### config.mk
export PLATFORM = sky130hd
export DESIGN_NAME = truth_table_sequencer_flat
export DESIGN_NICKNAME = d
export VERILOG_FILES = /design/src/rtl/truth_table_sequencer_if.sv /design/src/rtl/truth_table_sequencer.sv /design/src/flat_wrapper.sv
export SDC_FILE = /design/constraint.sdc
export NUM_CORES = 1
export LEC_CHECK = 0
export ABC_AREA = 1
export ABC_CLOCK_PERIOD_IN_PS = 1500
export BUFFER_PORTS_ARGS = -buffer_cell sky130_fd_sc_hd__buf_2
export CAP_MARGIN = 15
export CORE_MARGIN = 2
export CORE_UTILIZATION = 54
export DETAILED_ROUTE_END_ITERATION = 7
export GPL_TIMING_DRIVEN = 0
export HOLD_SLACK_MARGIN = 0.15
export PLACE_DENSITY = 0.9
export SLEW_MARGIN = 30
export SYNTH_ARGS = -nofsm -noshare
export SYNTH_HDL_FRONTEND = slang
export SYNTH_SLANG_ARGS = --single-unit
### constraint.sdc
create_clock -name clk -period 1.5 [get_ports clk]
set_input_delay 0.3 -clock clk [delete_from_list [all_inputs] [get_ports clk]]
set_output_delay 0.3 -clock clk [all_outputs]
set_load 0.01 [all_outputs]
### src/rtl/truth_table_sequencer_if.sv
// Port bundle between the truth-table sweeper and whoever starts it and
// supplies the function-under-test output.
//
// Handshake: start is a request level sampled on each rising edge; it is
// accepted only while the sweeper is idle or showing its done cycle (busy=0),
// and it is ignored while busy=1. abort is honoured only while busy=1. done is
// a one-cycle completion pulse; pass/table_out/mismatch/first_fail/fail_valid
// are stable from done until the next accepted start.
interface truth_table_sequencer_if #(
  parameter int N = 3
);
  localparam int ROWS = 1 << N;

  logic            start;
  logic            abort;
  logic            f_in;
  logic [N-1:0]    vars;
  logic            busy;
  logic            done;
  logic            pass;
  logic [ROWS-1:0] table_out;
  logic [ROWS-1:0] mismatch;
  logic [N-1:0]    first_fail;
  logic            fail_valid;
  logic [1:0]      state_dbg;

  // Controller side: requests sweeps and closes the loop through f_in.
  modport master (
    output start, abort, f_in,
    input  vars, busy, done, pass, table_out, mismatch, first_fail,
           fail_valid, state_dbg
  );

  // Sweeper side.
  modport slave (
    input  start, abort, f_in,
    output vars, busy, done, pass, table_out, mismatch, first_fail,
           fail_valid, state_dbg
  );
endinterface

### src/rtl/truth_table_sequencer.sv
// Truth-table sweeper: walks every input row of an N-input combinational
// function, holds each row SETTLE extra cycles, samples f_in on the last
// cycle of the row and compares the collected table against EXP.
module truth_table_sequencer #(
  parameter int                 N      = 3,
  parameter logic [(1<<N)-1:0]  EXP    = 8'hAA,
  parameter int                 SETTLE = 1
) (
  input  logic                   clk,
  input  logic                   rst_n,
  truth_table_sequencer_if.slave bus
);
  localparam int           ROWS     = 1 << N;
  localparam logic [3:0]   SETTLE_C = SETTLE[3:0];
  localparam logic [N-1:0] LAST_ROW = {N{1'b1}};

  typedef enum logic [1:0] {
    IDLE  = 2'd0,
    DRIVE = 2'd1,
    DONE  = 2'd2
  } state_t;

  state_t          state;
  logic [N-1:0]    row;
  logic [3:0]      cnt;
  logic            miss;
  logic [ROWS-1:0] mismatch_next;

  assign bus.state_dbg = state;

  // Sample-edge comparison for the current row, and the mismatch vector as it
  // will look once this row is folded in (needed for pass on the last row).
  always_comb begin
    miss               = bus.f_in ^ EXP[row];
    mismatch_next      = bus.mismatch;
    mismatch_next[row] = miss;
  end

  // Sweep FSM with all outputs registered.
  always_ff @(posedge clk or negedge rst_n) begin
    if (!rst_n) begin
      state          <= IDLE;
      row            <= '0;
      cnt            <= '0;
      bus.vars       <= '0;
      bus.busy       <= 1'b0;
      bus.done       <= 1'b0;
      bus.pass       <= 1'b0;
      bus.table_out  <= '0;
      bus.mismatch   <= '0;
      bus.first_fail <= '0;
      bus.fail_valid <= 1'b0;
    end else begin
      case (state)
        IDLE, DONE: begin
          bus.done <= 1'b0;
          if (bus.start) begin
            // Same clearing whether coming from IDLE or back-to-back from DONE.
            state          <= DRIVE;
            row            <= '0;
            cnt            <= '0;
            bus.vars       <= '0;
            bus.busy       <= 1'b1;
            bus.pass       <= 1'b0;
            bus.table_out  <= '0;
            bus.mismatch   <= '0;
            bus.first_fail <= '0;
            bus.fail_valid <= 1'b0;
          end else begin
            state <= IDLE;
          end
        end

        DRIVE: begin
          if (bus.abort) begin
            // Partial results stay visible; no done pulse.
            state    <= IDLE;
            row      <= '0;
            cnt      <= '0;
            bus.vars <= '0;
            bus.busy <= 1'b0;
            bus.pass <= 1'b0;
          end else if (cnt == SETTLE_C) begin
            bus.table_out[row] <= bus.f_in;
            bus.mismatch[row]  <= miss;
            if (miss && !bus.fail_valid) begin
              bus.first_fail <= row;
              bus.fail_valid <= 1'b1;
            end
            cnt <= '0;
            if (row == LAST_ROW) begin
              state    <= DONE;
              bus.busy <= 1'b0;
              bus.done <= 1'b1;
              bus.pass <= (mismatch_next == '0);
            end else begin
              row      <= row + 1'b1;
              bus.vars <= row + 1'b1;
            end
          end else begin
            cnt <= cnt + 4'd1;
          end
        end

        default: state <= IDLE;
      endcase
    end
  end
endmodule

### src/flat_wrapper.sv
// flat-port wrapper written by rule: the top's interface ports become plain ports
module truth_table_sequencer_flat 
#(
  parameter int                 N      = 3,
  parameter logic [(1<<N)-1:0]  EXP    = 8'hAA,
  parameter int                 SETTLE = 1
)
  (clk, rst_n, bus_start, bus_abort, bus_f_in, bus_vars, bus_busy, bus_done, bus_pass, bus_table_out, bus_mismatch, bus_first_fail, bus_fail_valid, bus_state_dbg);
  truth_table_sequencer_if #(.N(N)) bus_i ();
  input  logic clk;
  input  logic rst_n;
  input wire logic [$bits(bus_i.start)-1:0] bus_start;
  input wire logic [$bits(bus_i.abort)-1:0] bus_abort;
  input wire logic [$bits(bus_i.f_in)-1:0] bus_f_in;
  output wire logic [$bits(bus_i.vars)-1:0] bus_vars;
  output wire logic [$bits(bus_i.busy)-1:0] bus_busy;
  output wire logic [$bits(bus_i.done)-1:0] bus_done;
  output wire logic [$bits(bus_i.pass)-1:0] bus_pass;
  output wire logic [$bits(bus_i.table_out)-1:0] bus_table_out;
  output wire logic [$bits(bus_i.mismatch)-1:0] bus_mismatch;
  output wire logic [$bits(bus_i.first_fail)-1:0] bus_first_fail;
  output wire logic [$bits(bus_i.fail_valid)-1:0] bus_fail_valid;
  output wire logic [$bits(bus_i.state_dbg)-1:0] bus_state_dbg;
  assign bus_i.start = bus_start;
  assign bus_i.abort = bus_abort;
  assign bus_i.f_in = bus_f_in;
  assign bus_vars = bus_i.vars;
  assign bus_busy = bus_i.busy;
  assign bus_done = bus_i.done;
  assign bus_pass = bus_i.pass;
  assign bus_table_out = bus_i.table_out;
  assign bus_mismatch = bus_i.mismatch;
  assign bus_first_fail = bus_i.first_fail;
  assign bus_fail_valid = bus_i.fail_valid;
  assign bus_state_dbg = bus_i.state_dbg;
  truth_table_sequencer #(.N(N), .EXP(EXP), .SETTLE(SETTLE)) u_core (.clk(clk), .rst_n(rst_n), .bus(bus_i));
endmodule
# After elaboration in Yosys (flattened, before gate mapping)
# Memories as Yosys holds them, arrays and structs flattened.
# Index checks and enable logic that the tools add are counted.
# W data, S select, Z words.
# totals
reg_bits,32
romBits,8
in_bits,5
output_inout_bits,28
word_cells,90
memories,1
# mem_list
name,words,width,rd,rd_ports_with_merged_regs,write_ports,line_no,text
(name not given),8,1,1,0,0,truth_table_sequencer.sv:34,miss = bus.f_in ^ EXP[row];
# op_classes
addsub,2
magnitude_cmp,2
n_eq_ne,12
muxes,48
bitwise,1
n_reduce_logical,14
# op_table
operator,count
$mux W8,5
$pmux W8 S2,2
$mux W3,7
$mux W1,17
$bwmux W8,2
$reduce_and A4 Y1,4
$mux W4,3
$pmux W3 S2,2
$logic_not A8 Y1,1
$pmux W1 S2,4
$pmux W4 S2,1
$mux W2,3
$ne A2 B1 Y1 const B,3
$ne A3 B2 Y1 const B,2
$reduce_and A5 Y1,1
$add A4 B1 Y4 const B,1
$eq A4 B1 Y1 const B,1
$lt A3 B4 Y1 const B,1
$ne A2 B2 Y1 const B,2
$pmux W2 S2,1
$reduce_and A2 Y1,2
$add A3 B1 Y3 const B,1
$demux W1 S3,1
$eq A3 B3 Y1 const B,1
other kinds (10),11

# Depth between registers and ports, before layout
# Gate-level depths: netlist of the first run.
# depth
word_depth,10
depth_mapped,11
ltp_nobuf,11

# Least setup slack after synthesis of the first run
# Ideal clock, no wire load.
# synth_path
path_kind,register to register
startpoint,register u_core.bus.vars[0] (netlist name)
endpoint,register u_core.bus.pass
setup_time_ns,0.116
arrival_time_ns,1.224
required_time_ns,1.384
slack_ns,0.159
path_stages_with_launch,9
n_path_buf,0
path_cell_list,dfrtp_1 > ha_1 > ha_1 > nand3_1 > a21oi_1 > nand2_1 > nor2_1 > nand2_1 > nand2_1
# synth_lines
element,line_no,text
to (signal assigned),truth_table_sequencer.sv:95,bus.pass <= (mismatch_next == '0);
to (decl),truth_table_sequencer_if.sv:37,"output vars, busy, done, pass, table_out, mismatch, first_fail,"

==> qor.csv, run 1 <==
metric,value,unit
die-area,3600,um^2
avgViaCountPerCell,5.23,
dieHeight,60.0,um
hold_path.class,in2reg,
critPathArrivalTime,1720,ps
nets,268,
cts.sinks,32,
finalCriticalPeriod,1430,ps
hold_viol_final,0,
synth_warnings,0,
instances_no_fill,304,
rows,20,
synth_area_per_cell,7.95,um^2
placed_area,1910,um^2
core,3030,um^2
r2r_cells,8,
drt-total-wl,3790,um
pin_count,33,
synth_area_leader_cell,dfrtp_1,
startpoint,u_core.bus.vars[0],
synth_edf_count,0,
tightest_slew,680,ps
grt_pass1_wl,6170,um
fmax,700,MHz
port_buffers,32,
slew_headroom,54.7,%
holdPathStages,3,
power_density,1270,nW/um^2
reg2reg_to,u_core.bus.pass,
die_w,60.0,um
crit_end,u_core.bus.pass,
synth_top_area_share,47.3,%
dpl.hpwl,2660,um
grt_max_degree,33,
leakagePower,1.16,nW
outcome,completed,
grt_usage,23.3,%
synth_fp_nets,222,
clkTransAtPathRegs,100,ps
first_iter_violations,62,
antenna_cells,0,
detail_route.wl_per_cell,12.5,um
cts_tree,built,
netlist_top_cells_count,"nand2_1, dfrtp_1, inv_1",
ir_worst_vdd,0.982,mV
skew,12.0,ps
ys_types,24,
synth.area.top_cells,"dfrtp_1, nand2_1, inv_1, o21ai_1, nand3_1",
grt_pass1_vias,1457,
vias,1590,
htreeDepth,2,
async_flop_share,100,%
setup.worst_path.end_class,flip-flop,
antenna_found_initial,0,
clock_path_buffers,2,
start_kind,flip-flop,
setup_viol,0,
fillers,225,
syn_to_final_growth,27.2,%
required,1790,ps
synthCells,213,
syn_area,1690,um^2
gp_congestion,0.794,
post-synth-top-count-cell,nand2_1,
cts_inserted_buffers,5,
drv_cap,0,
drtPass1Iterations,4,
fin_area,2150,um^2
slew_viol_final,0,
path_class,reg2reg,
gr-total-overflow,0,
dp.cells,289,
yosys_register_bits,32,
min_period_over_period,95.2,%
path_max_fanout,5,
r2r_start,u_core.bus.vars[0],
initial_core_util,56.0,%
antenna_left,0,
clkLatencyLatePin,350,ps
drcViolationCount,0,
cts_root_buf,clkbuf_4,
ys_seq_area_share,47.3,%
synthFlopType,dfrtp_1,
drive_above_1_share,31.9,%
reg2reg_slack,70,ps
min-delay-start,bus_f_in,
-- worst min-delay path by stage --
stage                               to  slack, ps
2_1_floorplan          u_core.bus.busy          4
3_3_place_gp           u_core.bus.busy        370
3_5_place_dp           u_core.bus.busy        380
4_1_cts        u_core.bus.table_out[5]        250
5_1_grt        u_core.bus.table_out[3]        260
6_report       u_core.bus.table_out[3]        250
-- per-layer routing --
| metal | share of wire, % | GRT usage (%) | up-vias | routed length [um] |
|---|---|---|---|---|
| met3 | 6.4 | 7.36 | 7 | 242 |
| met5 | 0 | 0 | - | 0 |
| met4 | 1.9 | 9.84 | 0 | 72 |
| li1 | - | - | 779 | - |
| met2 | 50 | 38.0 | 58 | 1880 |
| met1 | 42 | 28.3 | 746 | 1600 |
-- worst max-delay path: stages (launching register included) --
cell and delay [ps]:
dfrtp_1 410, ha_2 220, ha_4 160, nand3_4 110, a21oi_2 190, nand2_1 70
nor2_1 90, nand2_1 60, nand2_1 60
-- report_power, final --
part | internal [W] | switching [W]
combinational | 0.000342 | 0.000594
clock | 0.000442 | 0.000302
sequential | 0.000977 | 0.0000890
-- state kept, by name, indices dropped and copies added (netlist names) --
| register | cells |
|---|---|
| u_core.bus.busy | 1 |
| u_core.bus.done | 1 |
| u_core.bus.fail_valid | 1 |
| u_core.bus.first_fail | 3 |
| u_core.bus.mismatch | 8 |
| u_core.bus.pass | 1 |
| u_core.bus.state_dbg | 2 |
| u_core.bus.table_out | 8 |
| u_core.bus.vars | 3 |
| u_core.cnt | 4 |
-- metrics by stage --
step	setup WS [ps]	hold slack (ps)	power [W]	utilization (%)	TNS [ps]
after global placement	38.0	374	0.00184	63.1	0
after floorplan	159	4.41	0.00162	-	0
after detailed placement	-28.0	377	0.00187	63.1	-28.0
final	71.4	247	0.00275	71.2	0
after global routing	-31.0	261	0.00291	71.2	-80.2
after CTS	9.46	245	0.00260	66.7	0
-- final cells by class --
type | count | area, um^2 | share of cell area [%]
buffer | 4 | 37.5 | 1.74
clock buffer | 7 | 65.1 | 3.02
clock inverter | 1 | 30.0 | 1.39
inverter | 27 | 124 | 5.75
multi-input combinational | 150 | 827 | 38.4
sequential | 32 | 801 | 37.2
tap | 44 | 55.1 | 2.56
timing repair buffer | 39 | 215 | 9.99
-- cell usage in the layout, fill, tap and decap left out, types with 3 or more instances in the layout --
| master | netlist | routed |
|---|---|---|
| a21oi_1 | 7 | 5 |
| buf_2 | 2 | 32 |
| buf_4 | 1 | 8 |
| clkbuf_4 | 0 | 5 |
| dfrtp_1 | 32 | 32 |
| inv_1 | 23 | 21 |
| nand2_1 | 68 | 65 |
| nand2_2 | 5 | 8 |
| nand2_4 | 3 | 3 |
| nand3_1 | 13 | 12 |
| nor2_1 | 13 | 10 |
| nor2_4 | 2 | 3 |
| o21ai_0 | 9 | 9 |
| o21ai_1 | 16 | 15 |
| o21ai_2 | 2 | 3 |
-- repair_timing --
item	in CTS	in global routing
buffers inserted	0	6
pin swaps	0	3
endpoints found under the setup margin	1	21
hold buffers	1	0
gates resized for setup	2	26
hold endpoints to repair	32	0
-- kinds of logic (layout without fill, tap and decap cells) --
logic type	Yosys count	in the layout	share of synthesized area [%]
compound gates	37	37	11.7
fa+ha+maj	4	4	2.95
buf+inv	31	78	8.57
flops	32	32	47.3
simple gates	109	109	29.5
(Power assumes the default switching activity.)
==> run 2: changes to the inputs <==
--- a/config.mk
+++ b/config.mk
@@ -5,8 +5,8 @@
 export SDC_FILE = /design/constraint.sdc
 export NUM_CORES = 1
 export LEC_CHECK = 0
-export ABC_AREA = 1
-export ABC_CLOCK_PERIOD_IN_PS = 1500
+export ABC_AREA = 0
+export ABC_CLOCK_PERIOD_IN_PS = 1600
 export BUFFER_PORTS_ARGS = -buffer_cell sky130_fd_sc_hd__buf_2
 export CAP_MARGIN = 15
 export CORE_MARGIN = 2
==> constraint.sdc (replaced) <==
create_clock -name clk -period 1.6 [get_ports clk]
set_input_delay 0.32 -clock clk [delete_from_list [all_inputs] [get_ports clk]]
set_output_delay 0.32 -clock clk [all_outputs]
set_load 0.01 [all_outputs]
==> qor.csv, run 2 <==
metric,value,unit,change
placed_area,1900,um^2,was 1910 um^2
syn_to_final_growth,22.8,%,was 27.2%
synth_top_area_share,47.5,%,was 47.3%
dieHeight,59.9,um,was 60.0 um
die_w,59.9,um,was 60.0 um
hold_slack,331,ps,was 247 ps
clkLatencyLatePin,340,ps,was 350 ps
cts_tree,built,,unchanged
path_max_fanout,5,,unchanged
antenna_found_initial,0,,unchanged
synth_area_per_cell,9.98,um^2,was 7.95 um^2
core,3000,um^2,was 3030 um^2
drv_cap,0,,unchanged
rows,20,,unchanged
antenna_cells,0,,unchanged
ys_types,43,,was 24
dpl.hpwl,2710,um,was 2660 um
drcViolationCount,0,,unchanged
die-area,3590,um^2,was 3600 um^2
gp_congestion,0.842,,was 0.794
finalCriticalPeriod,1680,ps,was 1430 ps
p_sw,0.000640,W,was 0.000985 W
initial_core_util,56.2,%,was 56.0%
min_to,u_core.bus.busy,,was u_core.bus.table_out[3]
failed_checks,negative setup slack,,
min-delay-start,bus_abort,,was bus_f_in
p_int,0.00124,W,was 0.00176 W
clkTransAtPathRegs,90,ps,was 100 ps
drive_above_1_share,34.7,%,was 31.9%
outcome,finished with violations,,was completed
sequentialPowerShare,48.7,%,was 38.8%
layout_setup_ws,-75.4,ps,was 71.4 ps
post-synth-top-count-cell,dfrtp_1,,was nand2_1
synth.area.top_cells,"dfrtp_1, o21ai_1, nand2_1, a22o_1, ha_1",,"was dfrtp_1, nand2_1, inv_1, o21ai_1, nand3_1"
crit_chain,inv_2 > ha_4 > or3b_4 > nor3_4 > o21ai_2 > a21bo_1,,was ha_2 > ha_4 > nand3_4 > a21oi_2 > nand2_1 > nor2_1 > nand2_1 > nand2_1
ir_worst_vdd,0.492,mV,was 0.982 mV
ys_seq_area_share,47.5,%,was 47.3%
pwr-share-clk,21.3,%,was 27.1%
nets,224,,was 268
drt-total-wl,4260,um,was 3790 um
port_buffers,32,,unchanged
power_density,909,nW/um^2,was 1270 nW/um^2
instances_no_fill,246,,was 304
leakagePower,1.09,nW,was 1.16 nW
grt_usage,24.4,%,was 23.3%
synthFlopType,dfrtp_1,,unchanged
cts.sinks,32,,unchanged
synth_fp_nets,178,,was 222
skew,10.2,ps,was 12.0 ps
slew_headroom,54.3,%,was 54.7%
synthCells,169,,was 213
hold_path.class,in2reg,,unchanged
final_common_cell,buf_2,,was nand2_1
netlist_top_cells_count,"dfrtp_1, nand2_1, o21ai_1",,"was nand2_1, dfrtp_1, inv_1"
fillers,233,,was 225
vias,1536,,was 1590
r2r_start,u_core.cnt[1],,was u_core.bus.vars[0]
path_class,reg2reg,,unchanged
cts_root_buf,clkbuf_4,,unchanged
hold_viol_final,0,,unchanged
switching_share,34.0,%,was 35.9%
holdPathStages,3,,unchanged
combPwrFrac,30.0,%,was 34.1%
first_iter_violations,83,,was 62
synth_edf_count,0,,unchanged
synth_area_leader_cell,dfrtp_1,,unchanged
slew_viol_final,0,,unchanged
dp.cells,234,,was 289
antenna_left,0,,unchanged
final_cell_mix,"buf_2, dfrtp_1, nand2_1",,"was nand2_1, buf_2, dfrtp_1"
finalPower,0.00188,W,was 0.00275 W
clock_path_buffers,2,,unchanged
tns,-352,ps,was 0 ps
htreeDepth,2,,unchanged
cpMaxStageDelayCell,or3b_4,,was dfrtp_1
detail_route.wl_per_cell,17.3,um,was 12.5 um
pin_count,33,,unchanged
gr-total-overflow,0,,unchanged
reg2reg_slack,-80,ps,was 70 ps
avgViaCountPerCell,6.24,,was 5.23
grt_pass1_vias,1397,,was 1457
required,1830,ps,was 1790 ps
async_flop_share,100,%,unchanged
slowest_delay,420,ps,was 410 ps
syn_area,1690,um^2,about the same
drtPass1Iterations,6,,was 4
yosys_register_bits,32,,unchanged
start_kind,flip-flop,,unchanged
cts_inserted_buffers,5,,unchanged
critPathArrivalTime,1910,ps,was 1720 ps
tightest_slew,685,ps,was 680 ps
fin_area,2070,um^2,was 2150 um^2
grt_max_degree,33,,unchanged
synth_warnings,0,,unchanged
setup.worst_path.end_class,flip-flop,,unchanged
fmax,597,MHz,was 700 MHz
rsz0062_at_grt,true,,
setup_viol,8,,was 0
min_period_over_period,105,%,was 95.2%
largest_registers,"u_core.bus.mismatch x8, u_core.bus.table_out x8, u_core.cnt x4",,unchanged
grt_pass1_wl,6450,um,was 6170 um
r2r_cells,6,,was 8
reg2reg_to,u_core.bus.first_fail[1],,was u_core.bus.pass
## run 2: power by group through the flow
| stage | logic, W | registers (W) | clock network, W |
|---|---|---|---|
| floorplan | 0.000290 | 0.000938 | 0 |
| global placement | 0.000426 | 0.000928 | 0 |
| detailed placement | 0.000439 | 0.000930 | 0 |
| CTS | 0.000516 | 0.000912 | 0.000400 |
| global route | 0.000615 | 0.000926 | 0.000422 |
| finish | 0.000565 | 0.000917 | 0.000400 |
## run 2: worst max path at each step
stage | startpoint | end | slack, ps | cells after the start
after floorplan | u_core.cnt[1] | u_core.bus.vars[0] | -30 | 6
after global placement | u_core.cnt[1] | u_core.bus.pass | -170 | 6
after detailed placement | u_core.cnt[1] | u_core.bus.pass | -220 | 6
after CTS | u_core.cnt[1] | u_core.bus.first_fail[1] | -40 | 6
after global routing | u_core.cnt[1] | u_core.bus.pass | -130 | 6
final | u_core.cnt[1] | u_core.bus.first_fail[1] | -80 | 6
## run 2: cell type report
| type | instances | area [um^2] | area share (%) |
|---|---|---|---|
| Timing Repair Buffer | 38 | 208 | 10.0 |
| Sequential cell | 32 | 805 | 38.8 |
| Buffer | 8 | 48.8 | 2.36 |
| Multi-Input combinational cell | 127 | 921 | 44.4 |
| Tap cell | 33 | 41.3 | 1.99 |
| Inverter | 3 | 11.3 | 0.543 |
| Clock buffer | 5 | 37.5 | 1.81 |
## run 2: cell families (layout without fill, tap and decap cells)
group           after synthesis  in the layout  synth area share (%)
buf+inv                      11             54                  3.12
simple gates                 64             65                  22.0
xor+xnor                      3              3                  1.56
compound gates               52             52                  20.9
flops                        32             32                  47.5
mux                           3              3                  2.00
fa+ha+maj                     4              4                  2.97
## run 2: critical path, delay by kind of cell (launching register included)
| family | cells | cell delay (ps) |
|---|---|---|
| simple gates | 2 | 610 |
| compound gates | 2 | 330 |
| fa+ha+maj | 1 | 150 |
| buf+inv | 1 | 70 |
| flops | 1 | 410 |
## run 2: timing repair
action | 4_1_cts | 5_1_grt
hold buffers | 1 | 0
gates resized for setup | 10 | 12
setup buffers | 4 | 1
endpoints found under the setup margin | 19 | 25
pin swaps | 1 | 1
hold endpoints to repair | 32 | 0
cloned | 0 | 1
## run 2: metrics by stage
step                      worst slack [ps]  utilization [%]
after floorplan                      -27.5                -
after global placement                -174             63.2
after detailed placement              -223             63.2
after CTS                            -43.3             67.3
after global routing                  -131             69.0
final                                -75.4             69.0
## run 2: metal layers
layer	track usage, %	wire (um)
met1	31.5	1740
met2	39.1	2090
met3	5.63	284
met4	10.5	132
met5	0	0
==> run 3: changes to the inputs <==
--- a/config.mk
+++ b/config.mk
@@ -9,12 +9,13 @@
 export ABC_CLOCK_PERIOD_IN_PS = 1600
 export BUFFER_PORTS_ARGS = -buffer_cell sky130_fd_sc_hd__buf_2
 export CAP_MARGIN = 15
-export CORE_MARGIN = 2
-export CORE_UTILIZATION = 54
+export CORE_MARGIN = 1.5
+export CORE_UTILIZATION = 55
+export CTS_BUF_LIST = sky130_fd_sc_hd__clkbuf_8
 export DETAILED_ROUTE_END_ITERATION = 7
 export GPL_TIMING_DRIVEN = 0
 export HOLD_SLACK_MARGIN = 0.15
-export PLACE_DENSITY = 0.9
+export PLACE_DENSITY = 0.92
 export SLEW_MARGIN = 30
 export SYNTH_ARGS = -nofsm -noshare
 export SYNTH_HDL_FRONTEND = slang
==> qor.csv, run 3 (synthesis gave the netlist of run 2 again) <==
metric,value,unit,change
die-area,3410,um^2,was 3590 um^2
cts_inserted_buffers,5,,unchanged
finalCriticalPeriod,1670,ps,was 1680 ps
grt_usage,25.0,%,was 24.4%
required,1760,ps,was 1830 ps
layout_setup_ws,-73.9,ps,was -75.4 ps
antenna_found_initial,0,,unchanged
critPathTopFamily,simple AND/OR/NAND/NOR gates,,unchanged
nets,222,,was 224
grt_pass1_vias,1386,,was 1397
hold_path.class,in2reg,,unchanged
slew_headroom,53.7,%,was 54.3%
pwr-share-clk,27.4,%,was 21.3%
gp_congestion,0.871,,was 0.842
final_cell_mix,"buf_2, dfrtp_1, nand2_1",,unchanged
port_buffers,32,,unchanged
p_int,0.00139,W,was 0.00124 W
min_period_over_period,105,%,about the same
drcViolationCount,0,,unchanged
pin_count,33,,unchanged
grt_pass1_wl,6460,um,was 6450 um
detail_route.wl_per_cell,15.9,um,was 17.3 um
crit_chain,inv_2 > ha_4 > or3b_4 > o21ai_1 > o21ai_2 > mux2_4,,was inv_2 > ha_4 > or3b_4 > nor3_4 > o21ai_2 > a21bo_1
startpoint,u_core.cnt[1],,unchanged
initial_core_util,59.6,%,was 56.2%
antenna_left,0,,unchanged
utilization,74.5,%,was 69.0%
start_kind,flip-flop,,unchanged
regArea,801,um^2,was 805 um^2
outcome,finished with violations,,unchanged
clock_path_buffers,2,,unchanged
core,2830,um^2,was 3000 um^2
clkLatencyLatePin,280,ps,was 340 ps
path_max_fanout,5,,unchanged
r2r_start,u_core.cnt[1],,unchanged
drive_above_1_share,33.3,%,was 34.7%
leakagePower,1.10,nW,was 1.09 nW
htreeDepth,2,,unchanged
first_iter_violations,59,,was 83
slew_viol_final,0,,unchanged
p_sw,0.000640,W,about the same
final_common_cell,buf_2,,unchanged
fin_area,2110,um^2,was 2070 um^2
setup_viol,12,,was 8
path_class,reg2reg,,unchanged
placed_area,1900,um^2,about the same
largest_registers,"u_core.bus.mismatch x8, u_core.bus.table_out x8, u_core.cnt x4",,unchanged
crit_buf_inv,1,,unchanged
cts_root_buf,clkbuf_8,,was clkbuf_4
power_density,963,nW/um^2,was 909 nW/um^2
combPwrFrac,27.6,%,was 30.0%
rsz0062_at_grt,true,,unchanged
dpl.hpwl,2610,um,was 2710 um
dieHeight,58.4,um,was 59.9 um
fillers,200,,was 233
gr-total-overflow,0,,unchanged
drv_cap,0,,unchanged
die_w,58.4,um,was 59.9 um
grt_max_degree,33,,unchanged
drtPass1Iterations,4,,was 6
critPathArrivalTime,1840,ps,was 1910 ps
hold_viol_final,0,,unchanged
syn_to_final_growth,24.9,%,was 22.8%
vias,1463,,was 1536
clkTransAtPathRegs,60,ps,was 90 ps
drt-total-wl,3870,um,was 4260 um
cts.sinks,32,,unchanged
fmax,597,MHz,about the same
failed_checks,negative setup slack,,unchanged
antenna_cells,0,,unchanged
ir_worst_vdd,0.665,mV,was 0.492 mV
cpMaxStageDelayCell,or3b_4,,unchanged
setup.worst_path.end_class,flip-flop,,unchanged
sequentialPowerShare,45.0,%,was 48.7%
skew,3.98,ps,was 10.2 ps
switching_share,31.6,%,was 34.0%
multiInputGateArea,926,um^2,was 921 um^2
avgViaCountPerCell,6.00,,was 6.24
min-delay-start,bus_abort,,unchanged
slowest_delay,420,ps,about the same
cts_tree,built,,unchanged
tightest_slew,694,ps,was 685 ps
rows,19,,was 20
==> run 3: changes by cell type in the layout (fill, tap and decap cells not counted), sizes merged <==
| cell | change |
|---|---|
| inv | +1 |
| buf | -1 |
| nand2 | -1 |
| clkinv | +1 |
==> run 3: power by group through the flow <==
stage	Clock [W]	Sequential (W)	Combinational [W]
3_3_place_gp	0	0.000926	0.000425
6_report	0.000556	0.000914	0.000559
3_5_place_dp	0	0.000929	0.000439
2_1_floorplan	0	0.000938	0.000290
5_1_grt	0.000613	0.000923	0.000612
4_1_cts	0.000573	0.000911	0.000511
==> run 3: worst paths after layout <==
kind / end / slack [ps] / cells past startpoint
setup / recovery: u_core.bus.vars[0] / -70 / 6
hold / removal: u_core.bus.state_dbg[1] / 370 / 4
setup reg to reg: u_core.bus.vars[0] / -70 / 6
hold reg to reg: u_core.bus.done / 480 / 2
max in group asynchronous: u_core.bus.mismatch[1] / 530 / 2
min in group asynchronous: u_core.bus.state_dbg[1] / 620 / 2
==> run 3: worst register-to-register path: stages (launching register included) <==
cell and delay (ps):
dfrtp_1 390, inv_2 70, ha_4 150, or3b_4 420
o21ai_1 170, o21ai_2 100, mux2_4 270
==> run 3: layer usage <==
layer	vias to the layer above	wire, um	track usage (%)
met4	0	55	8.97
met1	713	1870	37.0
met2	37	1780	36.3
met3	7	166	5.27
li1	706	-	-
met5	-	0	0
==> run 3: repair_timing <==
item | 4_1_cts | 5_1_grt
hold endpoints to repair | 32 | 0
cloned | 0 | 0
hold buffers | 1 | 0
setup buffers | 4 | 0
setup endpoints to repair | 18 | 25
pin swaps | 2 | 8
gates resized for setup | 5 | 17
==> run 3: per-stage QoR <==
step | worst slack [ps] | hold slack [ps] | instances | total power, W | setup TNS, ps
finish | -73.9 | 372 | 244 | 0.00203 | -256
global route | -146 | 381 | 244 | 0.00215 | -2020
CTS | -44.6 | 373 | 244 | 0.00200 | -143
detailed placement | -230 | 401 | 232 | 0.00137 | -1580
global placement | -154 | 398 | 232 | 0.00135 | -835
floorplan | -27.5 | 24.4 | 169 | 0.00123 | -31.5
==> run 3: final cells by class <==
class,count,share of cell area [%]
Buffer,8,2.49
Clock buffer,5,3.27
Clock inverter,2,0.416
Inverter,3,0.534
Multi-Input combinational cell,126,43.9
Sequential cell,32,38.0
Tap cell,31,1.84
Timing Repair Buffer,37,9.50
